[src/rtl/keypad_entry.sv]
// Keypad entry collector: turns digit/clear/enter/cancel keypresses into a binary
// password or amount value handed to the ATM controller with a valid/ack handshake.
module keypad_entry #(
  parameter int MAX_PW_DIGITS  = 4,
  parameter int MAX_AMT_DIGITS = 5,
  parameter int TIMEOUT_CYC    = 1000
) (
  input  logic        clk,
  input  logic        rst,
  input  logic        key_valid,
  input  logic [3:0]  key_code,
  input  logic        mode,
  input  logic        value_ack,
  output logic [16:0] value_out,
  output logic        value_valid,
  output logic        value_mode,
  output logic        cancel_pulse,
  output logic [2:0]  digit_count,
  output logic        entry_error
);

  typedef enum logic [1:0] {IDLE, COLLECT, HOLD} state_t;

  localparam int            TW         = $clog2(TIMEOUT_CYC + 1);
  localparam logic [TW-1:0] TIMER_LAST = TW'(TIMEOUT_CYC - 1);
  localparam logic [2:0]    PW_LIMIT   = 3'(MAX_PW_DIGITS);
  localparam logic [2:0]    AMT_LIMIT  = 3'(MAX_AMT_DIGITS);

  state_t        state, state_nxt;
  logic [16:0]   acc, acc_nxt;
  logic [2:0]    cnt_nxt;
  logic          mode_lat, mode_lat_nxt;
  logic [TW-1:0] timer, timer_nxt;
  logic [16:0]   value_out_nxt;
  logic          valid_nxt, vmode_nxt, cancel_nxt, error_nxt;

  logic          is_digit, is_clear, is_enter, is_cancel;
  logic          timeout_hit, enter_ok;
  logic [2:0]    limit;
  logic [16:0]   digit_ext, acc_times_ten;

  assign is_digit      = key_valid && (key_code <= 4'd9);
  assign is_clear      = key_valid && (key_code == 4'hA);
  assign is_enter      = key_valid && (key_code == 4'hB);
  assign is_cancel     = key_valid && (key_code == 4'hC);
  assign timeout_hit   = (state == COLLECT) && !key_valid && (timer == TIMER_LAST);
  assign limit         = mode_lat ? AMT_LIMIT : PW_LIMIT;
  assign digit_ext     = {13'd0, key_code};
  assign acc_times_ten = (acc << 3) + (acc << 1);
  // Passwords must be exactly full length; amounts need at least one digit.
  assign enter_ok      = is_enter && (digit_count != 3'd0) &&
                         (mode_lat || (digit_count == PW_LIMIT));

  always_ff @(posedge clk or posedge rst) begin
    if (rst) state <= IDLE;
    else     state <= state_nxt;
  end

  always_comb begin
    state_nxt = state;
    unique case (state)
      IDLE:    if (is_digit) state_nxt = COLLECT;
      COLLECT: begin
        if (is_cancel || timeout_hit) state_nxt = IDLE;
        else if (enter_ok)            state_nxt = HOLD;
      end
      HOLD:    if (is_cancel || value_ack) state_nxt = IDLE;
      default: state_nxt = IDLE;
    endcase
  end

  always_comb begin
    acc_nxt       = acc;
    cnt_nxt       = digit_count;
    mode_lat_nxt  = mode_lat;
    value_out_nxt = value_out;
    valid_nxt     = value_valid;
    vmode_nxt     = value_mode;
    cancel_nxt    = 1'b0;
    error_nxt     = 1'b0;
    timer_nxt     = (key_valid || state != COLLECT) ? '0 : timer + TW'(1);
    unique case (state)
      IDLE: begin
        if (is_digit) begin
          acc_nxt      = digit_ext;
          cnt_nxt      = 3'd1;
          mode_lat_nxt = mode;
        end else if (is_cancel) begin
          cancel_nxt = 1'b1;
        end
      end
      COLLECT: begin
        if (is_cancel || timeout_hit) begin
          cancel_nxt = 1'b1;
          acc_nxt    = '0;
          cnt_nxt    = 3'd0;
          timer_nxt  = '0;
        end else if (is_digit) begin
          if (digit_count < limit) begin
            acc_nxt = acc_times_ten + digit_ext;
            cnt_nxt = digit_count + 3'd1;
          end else begin
            error_nxt = 1'b1;
          end
        end else if (is_clear) begin
          acc_nxt = '0;
          cnt_nxt = 3'd0;
        end else if (is_enter) begin
          if (enter_ok) begin
            value_out_nxt = acc;
            valid_nxt     = 1'b1;
            vmode_nxt     = mode_lat;
          end else begin
            error_nxt = 1'b1;
          end
        end
      end
      HOLD: begin
        // A cancel in the same cycle as the ack still counts as undelivered.
        if (is_cancel) cancel_nxt = 1'b1;
        if (is_cancel || value_ack) begin
          valid_nxt = 1'b0;
          acc_nxt   = '0;
          cnt_nxt   = 3'd0;
        end
        if (is_digit || is_clear || is_enter) error_nxt = 1'b1;
      end
      default: ;
    endcase
  end

  always_ff @(posedge clk or posedge rst) begin
    if (rst) begin
      acc          <= '0;
      digit_count  <= 3'd0;
      mode_lat     <= 1'b0;
      timer        <= '0;
      value_out    <= '0;
      value_valid  <= 1'b0;
      value_mode   <= 1'b0;
      cancel_pulse <= 1'b0;
      entry_error  <= 1'b0;
    end else begin
      acc          <= acc_nxt;
      digit_count  <= cnt_nxt;
      mode_lat     <= mode_lat_nxt;
      timer        <= timer_nxt;
      value_out    <= value_out_nxt;
      value_valid  <= valid_nxt;
      value_mode   <= vmode_nxt;
      cancel_pulse <= cancel_nxt;
      entry_error  <= error_nxt;
    end
  end

endmodule

[config.mk]
export PLATFORM = sky130hd
export DESIGN_NAME = keypad_entry
export DESIGN_NICKNAME = d
export VERILOG_FILES = /design/src/rtl/keypad_entry.sv
export SDC_FILE = /design/constraint.sdc
export NUM_CORES = 1
export LEC_CHECK = 0
export CAP_MARGIN = 20
export CORE_UTILIZATION = 60
export DETAILED_ROUTE_END_ITERATION = 10
export PLACE_DENSITY = 0.95
export SYNTH_ARGS = -nofsm -noshare
export SYNTH_HDL_FRONTEND = slang
export SYNTH_SLANG_ARGS = --single-unit
[constraint.sdc]
create_clock -name clk -period 4.5 [get_ports clk]
set_input_delay 1.125 -clock clk [delete_from_list [all_inputs] [get_ports clk]]
set_output_delay 1.125 -clock clk [all_outputs]
set_load 0.01 [all_outputs]
## After elaboration in Yosys (flattened, before gate mapping)

Index checks and enable logic that the tools add are counted.
W data, S select, Z words.

- Add/subtract/negate cells: 4
- Order comparisons: 2
- Equality and inequality tests: 18
- Mux-type cells: 42
- Bitwise logic cells: 3
- Reduce and logical (&&, ||, !) cells: 24

Operator list:

| kind | number |
|---|---|
| $mux W17 | 6 |
| $pmux W17 S3 | 1 |
| $mux W10 | 3 |
| $mux W3 | 6 |
| $add A17 B17 Y17 | 1 |
| $add A17 B4 Y17 | 1 |
| $mux W1 | 17 |
| $ne A2 B2 Y1 const B | 7 |
| $eq A4 B4 Y1 const B | 3 |
| $add A10 B1 Y10 const B | 1 |
| $eq A10 B10 Y1 const B | 1 |
| $pmux W3 S3 | 1 |
| $logic_and A1 B1 Y1 | 8 |
| $mux W2 | 4 |
| $reduce_and A7 Y1 | 1 |
| $logic_or A1 B1 Y1 | 6 |
| $pmux W2 S3 | 1 |
| $reduce_and A6 Y1 | 1 |
| $reduce_bool A3 Y1 | 2 |
| $reduce_and A5 Y1 | 1 |
| $le A4 B4 Y1 const B | 1 |
| $ne A4 B2 Y1 const B | 1 |
| $ne A4 B3 Y1 const B | 1 |
| $pmux W1 S2 | 2 |
| 14 further kinds | 16 |

- Flip-flop bits (word level): 54
- Input port bits: 9
- Logic and storage cells: 103

## Depth between registers and ports, before layout

Gate-level depths: netlist of run 1.

- Word-level depth: 10
- Gate-level depth with buffers: 10

## Worst setup path after synthesis of run 1

OpenSTA, ideal clock, no wires.

- Path kind: input port to flip-flop
- Start: input key_code[3]
- End: register acc[16]
- Arrival: 3.141 ns
- Required time: 4.369 ns
- Slack: 1.228 ns
- Stages on the path: 10
- Buffers on the path: 0
- Cells stage by stage: inv_1 fa_1 inv_1 fa_1 a21oi_1 o221a_2 o311a_1 o21ai_0 xnor2_1 o21ai_0

- Longest elaborated chain between the ends: 5
- Elaborated cells on any way between the ends: 18
- Those cells by class: add/sub: 1; order compare: 1; eq/ne: 6; mux: 4; reduce/logical: 6

RTL lines:

| what | line | RTL |
|---|---|---|
| from (decl) | 11 | `input logic [3:0] key_code,` |
| $add A17 B4 Y17, or another cell as far along | 100 | `acc_nxt = acc_times_ten + digit_ext;` |
| $mux W17, or another cell as far along | 99 | `if (digit_count < limit) begin` |
| $mux W17, or another cell as far along | 98 | `end else if (is_digit) begin` |
| $mux W17, or another cell as far along | 93 | `if (is_cancel \|\| timeout_hit) begin` |
| $pmux W17 S3 or $reduce_and A5 Y1 (tied branches) | - |  |
| to (signal assigned) | 144 | `acc <= acc_nxt;` |
| to (decl) | 30 | `logic [16:0] acc, acc_nxt;` |

Parallel ways exist; a longest one is shown, timed or not. The select of a mux whose other input is x is not followed.
A chain may end at the register's enable or synchronous reset.

## Worst setup path after layout of run 1

- Start: input key_code[3]
- End: register acc[11]

Same word-level chain as after synthesis.

==> reports/metrics.yaml, run 1 <==
run_status:
  status: "complete, no violations"
timing:
  fmax_mhz: 263
  maxSlewHeadroom_pct: 43.4
  finalSetupTns_ns: 0
  drv_slew: 0
  fin_crit_sh_pct: 84.5
  fin_ws_ns: 0.700
  hold_viol: 0
  fin_skew_ns: 0.0193
  tightest_slew_ns: 0.848
  min_period_ns: 3.80
  setup_viol: 0
  rsz0062_at_grt: "no"
layout:
  seq_area_um2: 1350
  fin_nets: 394
  final_cell_mix: "dfrtp_1, ha_1, clkdlybuf4s50_1"
  drive_gt1_share_pct: 11.2
  multi_input_area_um2: 1760
  final_common_cell: "dfrtp_1"
  fillerInstances: 386
  final_core_util_pct: 72.6
  area_growth_syn_to_layout_pct: 15.9
  antennaDiodeCount: 0
place:
  gp_congestion: 0.923
  dp_slack_ns: 0.395
  io_buffers: 32
  dp_hpwl_mm: 4.76
clock_tree:
  cts_buffers: 5
  htreeDepth: 2
  cts-root-buf: "clkbuf_8"
  clock_latency_ns: 0.33
  clk_path_buf_depth: 2
  clock-sinks: 54
  cts_setup_buffers: 0
  clk_pin_slew_ns: 0.10
  cts-resized-gates: 0
  ctsHoldBuffers: 0
  cts_tree: "yes"
grt:
  antenna_found_initial: 0
  track_usage_pct: 24.7
  grt_start_max_net_pins: 55
  grt_pass1_wl_mm: 10.5
  overflow: 0
  grt_pass1_vias: 2351
setup_path:
  criticalPathCategory: "input port to register"
  cp-start-kind: "input port"
  end_kind: "register"
  worstPathMaxFanout: 4
  arrival_ns: 3.99
  required_ns: 4.69
pwr:
  p_leak_nw: 1.75
  max-vdd-ir-drop_v: 0.000288
  p_per_area_nw_per_um2: 391
  p_total_mw: 1.46
logic_synthesis:
  yosys_warnings: 0
  syn_nets: 356
  synth-xor-area-share_pct: 5.71
  muxShareOfSynthArea_pct: 7.27
  seq_area_frac_synth_pct: 42.0
  avgSynthCellArea_um2: 10.4
  synth-compound-area-share_pct: 13.1
  syn_area_um2: 3220
  synth_top_family_by_area: "adder cells"
  ys_ff_latch: 54
  synth.distinct_cells: 52
  async_flop_share_pct: 100
  synth_edf_count: 0
  yosys.area_share.simple_pct: 13.8
  synthCells: 310
  yosys.area_share.adder_pct: 14.8
  ys.flop_type: "dfrtp_1"
floorplanning:
  num_rows: 26
  ios: 33
  fp.dieH_um: 75.3
  initial_utilization_pct: 62.6
  dieArea_um2: 5660
  core_um2: 5140
  die_w_um: 75.3
detailed_routing:
  viasPerCell: 5.86
  routed_wl_mm: 6.47
  drt-wirelength-per-cell_um: 15.4
  vias: 2457
  first_pass_iters: 4
  drtAntennaViolNets: 0
  drcViolationCount: 0
  initialDrtViolationCount: 138
job:
  cap_violations: 0
worst_hold_path:
  holdCritPathClass: "register to register"
[kinds of logic (layout without fill, tap and decap cells)]
| group | after synthesis | count (layout) |
|---|---|---|
| simple gates | 88 | 88 |
| compound gates | 65 | 65 |
| flops | 54 | 54 |
| fa+ha+maj | 37 | 37 |
| buf+inv | 24 | 63 |
| xor+xnor | 21 | 21 |
| mux | 21 | 21 |
[per-layer routing]
layer / global-route usage [%] / vias to the layer above / wire length, µm
li1: - / 1169 / -
met1: 31.7 / 1210 / 2970
met2: 41.9 / 69 / 3120
met3: 4.02 / 9 / 286
met4: 9.67 / 0 / 82
met5: 0 / - / 0
[layout make-up]
type / count / area share, %
clock inverters: 3 / 0.771
repair buffers: 35 / 9.52
inverters: 20 / 2.01
well taps: 70 / 2.35
flip-flops and latches: 54 / 36.2
multi-input cells: 232 / 47.3
clock buffers: 5 / 1.84
[cell usage after synthesis, types with 2 or more instances]
cell type	number	area (µm²)
mux2i_1	2	20.0
a21o_1	4	30.0
buf_2	2	10.0
a22o_1	4	35.0
xnor2_1	13	114
a31oi_1	2	12.5
xor2_1	8	70.1
nand2b_1	2	12.5
and3_1	2	12.5
a21oi_1	15	75.1
a221o_1	2	20.0
inv_1	19	71.3
fa_1	2	40.0
nand3_1	14	70.1
nor3b_1	2	15.0
dfrtp_1	54	1350
nand3b_1	2	15.0
o21ai_0	23	115
mux2_2	19	214
nor3_1	2	10.0
ha_1	35	438
nor2_1	19	71.3
nand2_1	31	116
nor2b_1	4	25.0
[flip-flops by register name, indices dropped and copies added (netlist names)]
name	count
acc	17
state	2
timer	10
mode_lat	1
digit_count	3
entry_error	1
value_mode	1
cancel_pulse	1
value_valid	1
value_out	17
[critical path, cell delays in order]
cell,delay (ns)
clkdlybuf4s50_1,0.53
inv_1,0.11
fa_1,0.55
inv_1,0.07
ha_1,0.29
a21oi_1,0.18
nor2_1,0.08
nor2_1,0.15
o21ai_0,0.18
a2111oi_0,0.59
o41ai_2,0.12
[power by group]
| part | internal, mW | switching [mW] | total [mW] |
|---|---|---|---|
| combinational | 0.246 | 0.323 | 0.569 |
| sequential | 0.542 | 0.0561 | 0.598 |
| clock | 0.116 | 0.177 | 0.292 |
[through the flow]
| step | std cells | cell area (µm²) | hold WS (ns) |
|---|---|---|---|
| 2_1_floorplan | 310 | 3220 | 0.444 |
| 3_3_place_gp | 410 | 3610 | 0.465 |
| 3_5_place_dp | 410 | 3610 | 0.466 |
| 4_1_cts | 418 | 3710 | 0.488 |
| 5_1_grt | 419 | 3730 | 0.527 |
| 6_report | 419 | 3730 | 0.479 |
[final timing paths]
path	from	slack, ns	cells after the start	to
min in group asynchronous	rst	1.03	2	value_out[16]
max reg2reg	acc[0]	1.71	10	acc[11]
max	key_code[3]	0.70	11	acc[11]
min	acc[16]	0.48	2	acc[16]
min reg2reg	acc[16]	0.48	2	acc[16]
max in group asynchronous	rst	2.94	3	acc[14]
Note: power is estimated with default switching activity, not from simulation.
==> run 2: changes to the inputs <==
Settings changed: CORE_UTILIZATION 60 to 57, PLACE_DENSITY 0.95 to 0.91.
Clock period 4.5 ns to 3.8 ns, I/O delays scaled along.
==> reports/metrics.yaml, run 2 (synthesized netlist as in run 1, its figures left out) <==
grt:
  overflow: 0  # unchanged
  grt_pass1_vias: 2387  # +1.5%
  grt_pass1_wl_mm: 11.6  # +11%
  track_usage_pct: 24.7  # about the same
  antenna_found_initial: 0  # unchanged
  grt_start_max_net_pins: 30  # -45%
timing:
  holdWs_ns: 0.508  # +0.0285 ns
  fin_ws_ns: 0.274  # -0.426 ns
  hold_viol: 0  # unchanged
  maxSlewHeadroom_pct: 63.3  # +20 points
  setup_viol: 0  # unchanged
  min_period_ns: 3.53
  rsz0062_at_grt: "no"
  fin_crit_sh_pct: 92.8
  drv_slew: 0  # unchanged
  tightest_slew_ns: 0.537  # -0.312 ns
  fin_skew_ns: 0.0162  # -0.00309 ns
  fmax_mhz: 284
run_status:
  status: "complete, no violations"
clock_tree:
  clk_pin_slew_ns: 0.09  # about the same
  cts-resized-gates: 0  # unchanged
  cts_setup_buffers: 0  # unchanged
  cts_buffers: 5  # unchanged
  ctsHoldBuffers: 0  # unchanged
  cts_tree: "yes"
  clock-sinks: 54  # unchanged
  cts-root-buf: "clkbuf_8"
  htreeDepth: 2  # unchanged
  clock_latency_ns: 0.32  # about the same
  clk_path_buf_depth: 2  # unchanged
setup_path:
  arrival_ns: 3.71  # -0.28 ns
  required_ns: 3.98  # -0.71 ns
  crit_chain: "clkdlybuf4s50_1 -> inv_1 -> fa_1 -> inv_1 -> fa_1 -> a21oi_1 -> o221a_2 -> o311a_1 -> o21ai_0 -> xnor2_1 -> o21ai_0"
  criticalPathCategory: "input port to register"
  end_kind: "register"
  slowest_delay_ns: 0.54  # -0.05 ns
  reg2reg_depth: 10  # unchanged
  worstPathMaxFanout: 4  # unchanged
  critPathSlowestCell: "fa_1"
  cp-start-kind: "input port"
detailed_routing:
  routed_wl_mm: 6.82  # +5.4%
  initialDrtViolationCount: 141  # +2.2%
  viasPerCell: 5.80  # -1.0%
  first_pass_iters: 4  # unchanged
  drcViolationCount: 0  # unchanged
  vias: 2472  # +0.61%
  drtAntennaViolNets: 0  # unchanged
  drt-wirelength-per-cell_um: 16.0  # +3.7%
floorplanning:
  ios: 33  # unchanged
  fp.dieH_um: 77.2  # +2.5%
  dieArea_um2: 5950  # +5.1%
  die_w_um: 77.2  # +2.5%
  initial_utilization_pct: 61.1  # -1.5 points
  num_rows: 26  # unchanged
  core_um2: 5270  # +2.5%
layout:
  final_core_util_pct: 71.6  # -1.0 points
  antennaDiodeCount: 0  # unchanged
  final_common_cell: "dfrtp_1"
  fin_cells: 426  # +1.7%
  area_growth_syn_to_layout_pct: 17.1
  drive_gt1_share_pct: 12.9  # +1.7 points
  fin_nets: 401  # +1.8%
  final_cell_mix: "dfrtp_1, ha_1, clkdlybuf4s50_1"
  reg_top3: "acc: 17 flops, value_out: 17 flops, timer: 10 flops"
place:
  io_buffers: 32  # unchanged
  dp_hpwl_mm: 5.09  # +7.0%
  gp_congestion: 0.934  # +1.1%
  dp_cells: 418  # +2.0%
  dp_slack_ns: -0.0580  # -0.454 ns
pwr:
  max-vdd-ir-drop_v: 0.000364  # +27%
  p_per_area_nw_per_um2: 463  # +18%
  p_total_mw: 1.75  # +20%
  p_leak_nw: 1.78  # +1.7%
worst_hold_path:
  min_path_cells: 2  # unchanged
  holdCritPathClass: "register to register"
job:
  cap_violations: 0  # unchanged
[run 2: worst paths after layout]
kind	start	endpoint	slack (ns)
setup reg to reg	acc[2]	acc[16]	1.05
hold / removal	acc[16]	acc[16]	0.51
hold reg to reg	acc[16]	acc[16]	0.51
max in group asynchronous	rst	acc[4]	2.04
min in group asynchronous	rst	acc[10]	0.98
setup / recovery	key_code[3]	acc[16]	0.27
[run 2: metal layers]
metal / vias to the layer above / GRT usage, % / part of all wire [%]
li1: 1189 / - / -
met1: 1192 / 34.6 / 44
met2: 79 / 37.2 / 48
met3: 12 / 4.76 / 6.0
met4: 0 / 10.2 / 2.1
met5: - / 0 / 0
[run 2: metrics by stage]
stage	instance area, µm²	TNS, ns
floorplan	3220	0
global placement	3670	0
detailed placement	3670	-0.0978
CTS	3770	0
global route	3770	0
finish	3770	0
[run 2: final cells by class]
type	instances	area, µm²
tap	70	87.6
multi-input combinational	232	1760
clock inverter	3	28.8
fill	386	1500
clock buffer	5	68.8
inverter	20	75.1
timing repair buffer	42	395
sequential	54	1350
[run 2: power breakdown]
part           internal, mW  leakage (nW)  switching [mW]  total, mW
Combinational         0.304         0.996           0.383      0.688
Sequential            0.642         0.735          0.0709      0.713
Clock                 0.137        0.0502           0.208      0.345
[run 2: worst max-delay path: cells and delay by family]
kind / cells / cell delay [ns]
buf+inv: 3 / 0.69
xor+xnor: 1 / 0.16
compound gates: 5 / 0.92
fa+ha+maj: 2 / 0.99
==> run 3: changes to the inputs <==
Settings changed: ABC_AREA from default to 1, CORE_UTILIZATION 57 to 58.
==> reports/metrics.yaml, run 3 <==
run_status:
  status: "complete, no violations"
logic_synthesis:
  synth.distinct_cells: 38  # -27%
  synthCells: 432  # +39%
  seq_area_frac_synth_pct: 38.0  # -3.9 points
  synth_top_cell_area_share_pct: 38.0  # -3.9 points
  synth_most_common_cell: "nand2_1"
  synth_area_leader_cell: "dfrtp_1"
  async_flop_share_pct: 100  # unchanged
  ys_top_cells_by_count: "nand2_1, dfrtp_1, inv_1"
  syn_nets: 478  # +34%
  yosys_warnings: 0  # unchanged
  ys.flop_type: "dfrtp_1"
  ys_ff_latch: 54  # unchanged
  syn_area_um2: 3550  # +10%
  synth_top_cells_by_area: "dfrtp_1, nand2_1, ha_1"
  synth_edf_count: 0  # unchanged
  avgSynthCellArea_um2: 8.23  # -21%
setup_path:
  arrival_ns: 3.40  # -0.31 ns
  rrSetupSlack_ns: 1.48  # +0.43 ns
  critPathSlowestCell: "clkdlybuf4s50_1"
  cp-start-kind: "input port"
  end_kind: "register"
  criticalPathCategory: "input port to register"
  required_ns: 4.02  # +0.04 ns
  worstPathMaxFanout: 4  # unchanged
  crit_chain: "clkdlybuf4s50_1 -> inv_1 -> fa_1 -> inv_1 -> fa_1 -> nand3_1 -> nand3_1 -> a21oi_1 -> xor2_1 -> o21ai_2"
  slowest_delay_ns: 0.56  # +0.02 ns
timing:
  min_period_ns: 3.18  # -0.345 ns
  tightest_slew_ns: 0.673  # +0.137 ns
  hold_viol: 0  # unchanged
  fmax_mhz: 314  # +11%
  maxSlewHeadroom_pct: 55.1  # -8.2 points
  holdWs_ns: 0.500  # -0.00818 ns
  rsz0062_at_grt: "no"
  finalSetupTns_ns: 0  # unchanged
  setup_viol: 0  # unchanged
  fin_skew_ns: 0.0108  # -0.00545 ns
  drv_slew: 0  # unchanged
  fin_crit_sh_pct: 83.7  # -9.1 points
grt:
  overflow: 0  # unchanged
  track_usage_pct: 25.3  # +0.68 points
  antenna_found_initial: 0  # unchanged
  grt_pass1_vias: 2973  # +25%
  grt_start_max_net_pins: 55  # +83%
  grt_pass1_wl_mm: 12.8  # +10%
clock_tree:
  ctsHoldBuffers: 0  # unchanged
  clk_pin_slew_ns: 0.11  # +0.02 ns
  clock_latency_ns: 0.32  # about the same
  cts_tree: "yes"
  cts_setup_buffers: 0  # unchanged
  cts-resized-gates: 0  # unchanged
  clk_path_buf_depth: 2  # unchanged
  cts_buffers: 5  # unchanged
  cts-root-buf: "clkbuf_8"
  htreeDepth: 2  # unchanged
  clock-sinks: 54  # unchanged
floorplanning:
  ios: 33  # unchanged
  initial_utilization_pct: 60.0  # -1.1 points
  fp.dieH_um: 80.3  # +4.0%
  dieArea_um2: 6440  # +8.3%
  die_w_um: 80.3  # +4.0%
  core_um2: 5920  # +12%
  num_rows: 28  # +7.7%
layout:
  reg_top3: "acc: 17 flops, value_out: 17 flops, timer: 10 flops"
  final_cell_mix: "nand2_1, dfrtp_1, inv_1"
  antennaDiodeCount: 0  # unchanged
  drive_gt1_share_pct: 8.97  # -3.9 points
  area_growth_syn_to_layout_pct: 13.4
  fin_nets: 513  # +28%
  fillerInstances: 460  # +19%
  final_cell_area_um2: 4030  # +6.9%
  seq_area_um2: 1350  # unchanged
  multi_input_area_um2: 1940  # +10%
  final_common_cell: "nand2_1"
detailed_routing:
  drtAntennaViolNets: 0  # unchanged
  first_pass_iters: 5  # +1
  vias: 2942  # +19%
  drcViolationCount: 0  # unchanged
  initialDrtViolationCount: 125  # -11%
  viasPerCell: 5.42  # -6.6%
  drt-wirelength-per-cell_um: 13.7  # -14%
  routed_wl_mm: 7.43  # +9.0%
place:
  placed_cell_area_um2: 3930  # +7.1%
  dp_hpwl_mm: 5.57  # +9.3%
  gp_congestion: 0.905  # -3.1%
  io_buffers: 32  # unchanged
job:
  cap_violations: 0  # unchanged
pwr:
  p_leak_nw: 2.10  # +18%
  p_per_area_nw_per_um2: 464  # +0.14%
  p_total_mw: 1.87  # +7.0%
  max-vdd-ir-drop_v: 0.000303  # -17%
worst_hold_path:
  holdCritPathClass: "register to register"
run 3: changes by cell type after synthesis, sizes merged, moves of 4 or more:
cell	delta
a22o	-4
nand4	+8
nor2b	-4
nor2	+19
nand3	+12
nand2	+90
mux2	-7
o21ai	+8
inv	+37
xnor2	-5
run 3: logic make-up (layout without fill, tap and decap cells):
family          count (synthesis)  after routing  share of synthesized area [%]
compound gates                 49             49                           7.64
flops                          54             54                           38.0
xor+xnor                       14             14                           3.45
fa+ha+maj                      37             37                           13.5
simple gates                  204            204                           25.8
mux                            12             12                           4.33
buf+inv                        62             98                           7.29
run 3: layout make-up:
cell class | instances | share of cell area (%)
flip-flops and latches | 54 | 33.5
well taps | 75 | 2.33
repair buffers | 33 | 8.13
inverters | 57 | 5.37
clock inverters | 3 | 0.714
clock buffers | 5 | 1.71
multi-input cells | 316 | 48.2
run 3: metrics by stage:
step	worst slack [ns]	std cells	utilization, %
floorplan	1.02	432	-
global placement	0.359	535	66.4
detailed placement	0.297	535	66.4
CTS	0.635	543	68.1
global route	0.475	543	68.1
finish	0.618	543	68.1
run 3: worst paths after layout:
check / start / to / cells after the start
worst max-delay path: key_code[3] / acc[10] / 10
worst min-delay path: acc[16] / acc[16] / 2
worst max register to register: acc[0] / acc[10] / 9
worst min register to register: acc[16] / acc[16] / 2
max in group asynchronous: rst / acc[16] / 3
min in group asynchronous: rst / timer[3] / 3
run 3: critical path, delay by kind of cell:
kind	cells	cell delay, ns
AOI/OAI and AO/OA	2	0.26
xor gates and xnor gates	1	0.20
adders and majority gates	2	1.02
buffers and inverters	3	0.73
and+or+nand+nor	2	0.23
run 3: power breakdown:
group | leakage [nW] | switching, mW | total [mW] | internal [mW]
sequential | 0.738 | 0.0568 | 0.702 | 0.645
clock | 0.0506 | 0.214 | 0.352 | 0.138
combinational | 1.31 | 0.515 | 0.814 | 0.299
run 3: layer usage:
layer	share of wire (%)	wire length [µm]	track usage, %	up-vias
met3	3.4	254	3.64	20
met2	49	3650	44.9	57
met4	2.3	174	8.93	0
met1	45	3350	31.3	1399
li1	-	-	-	1466
met5	0	0	0	-
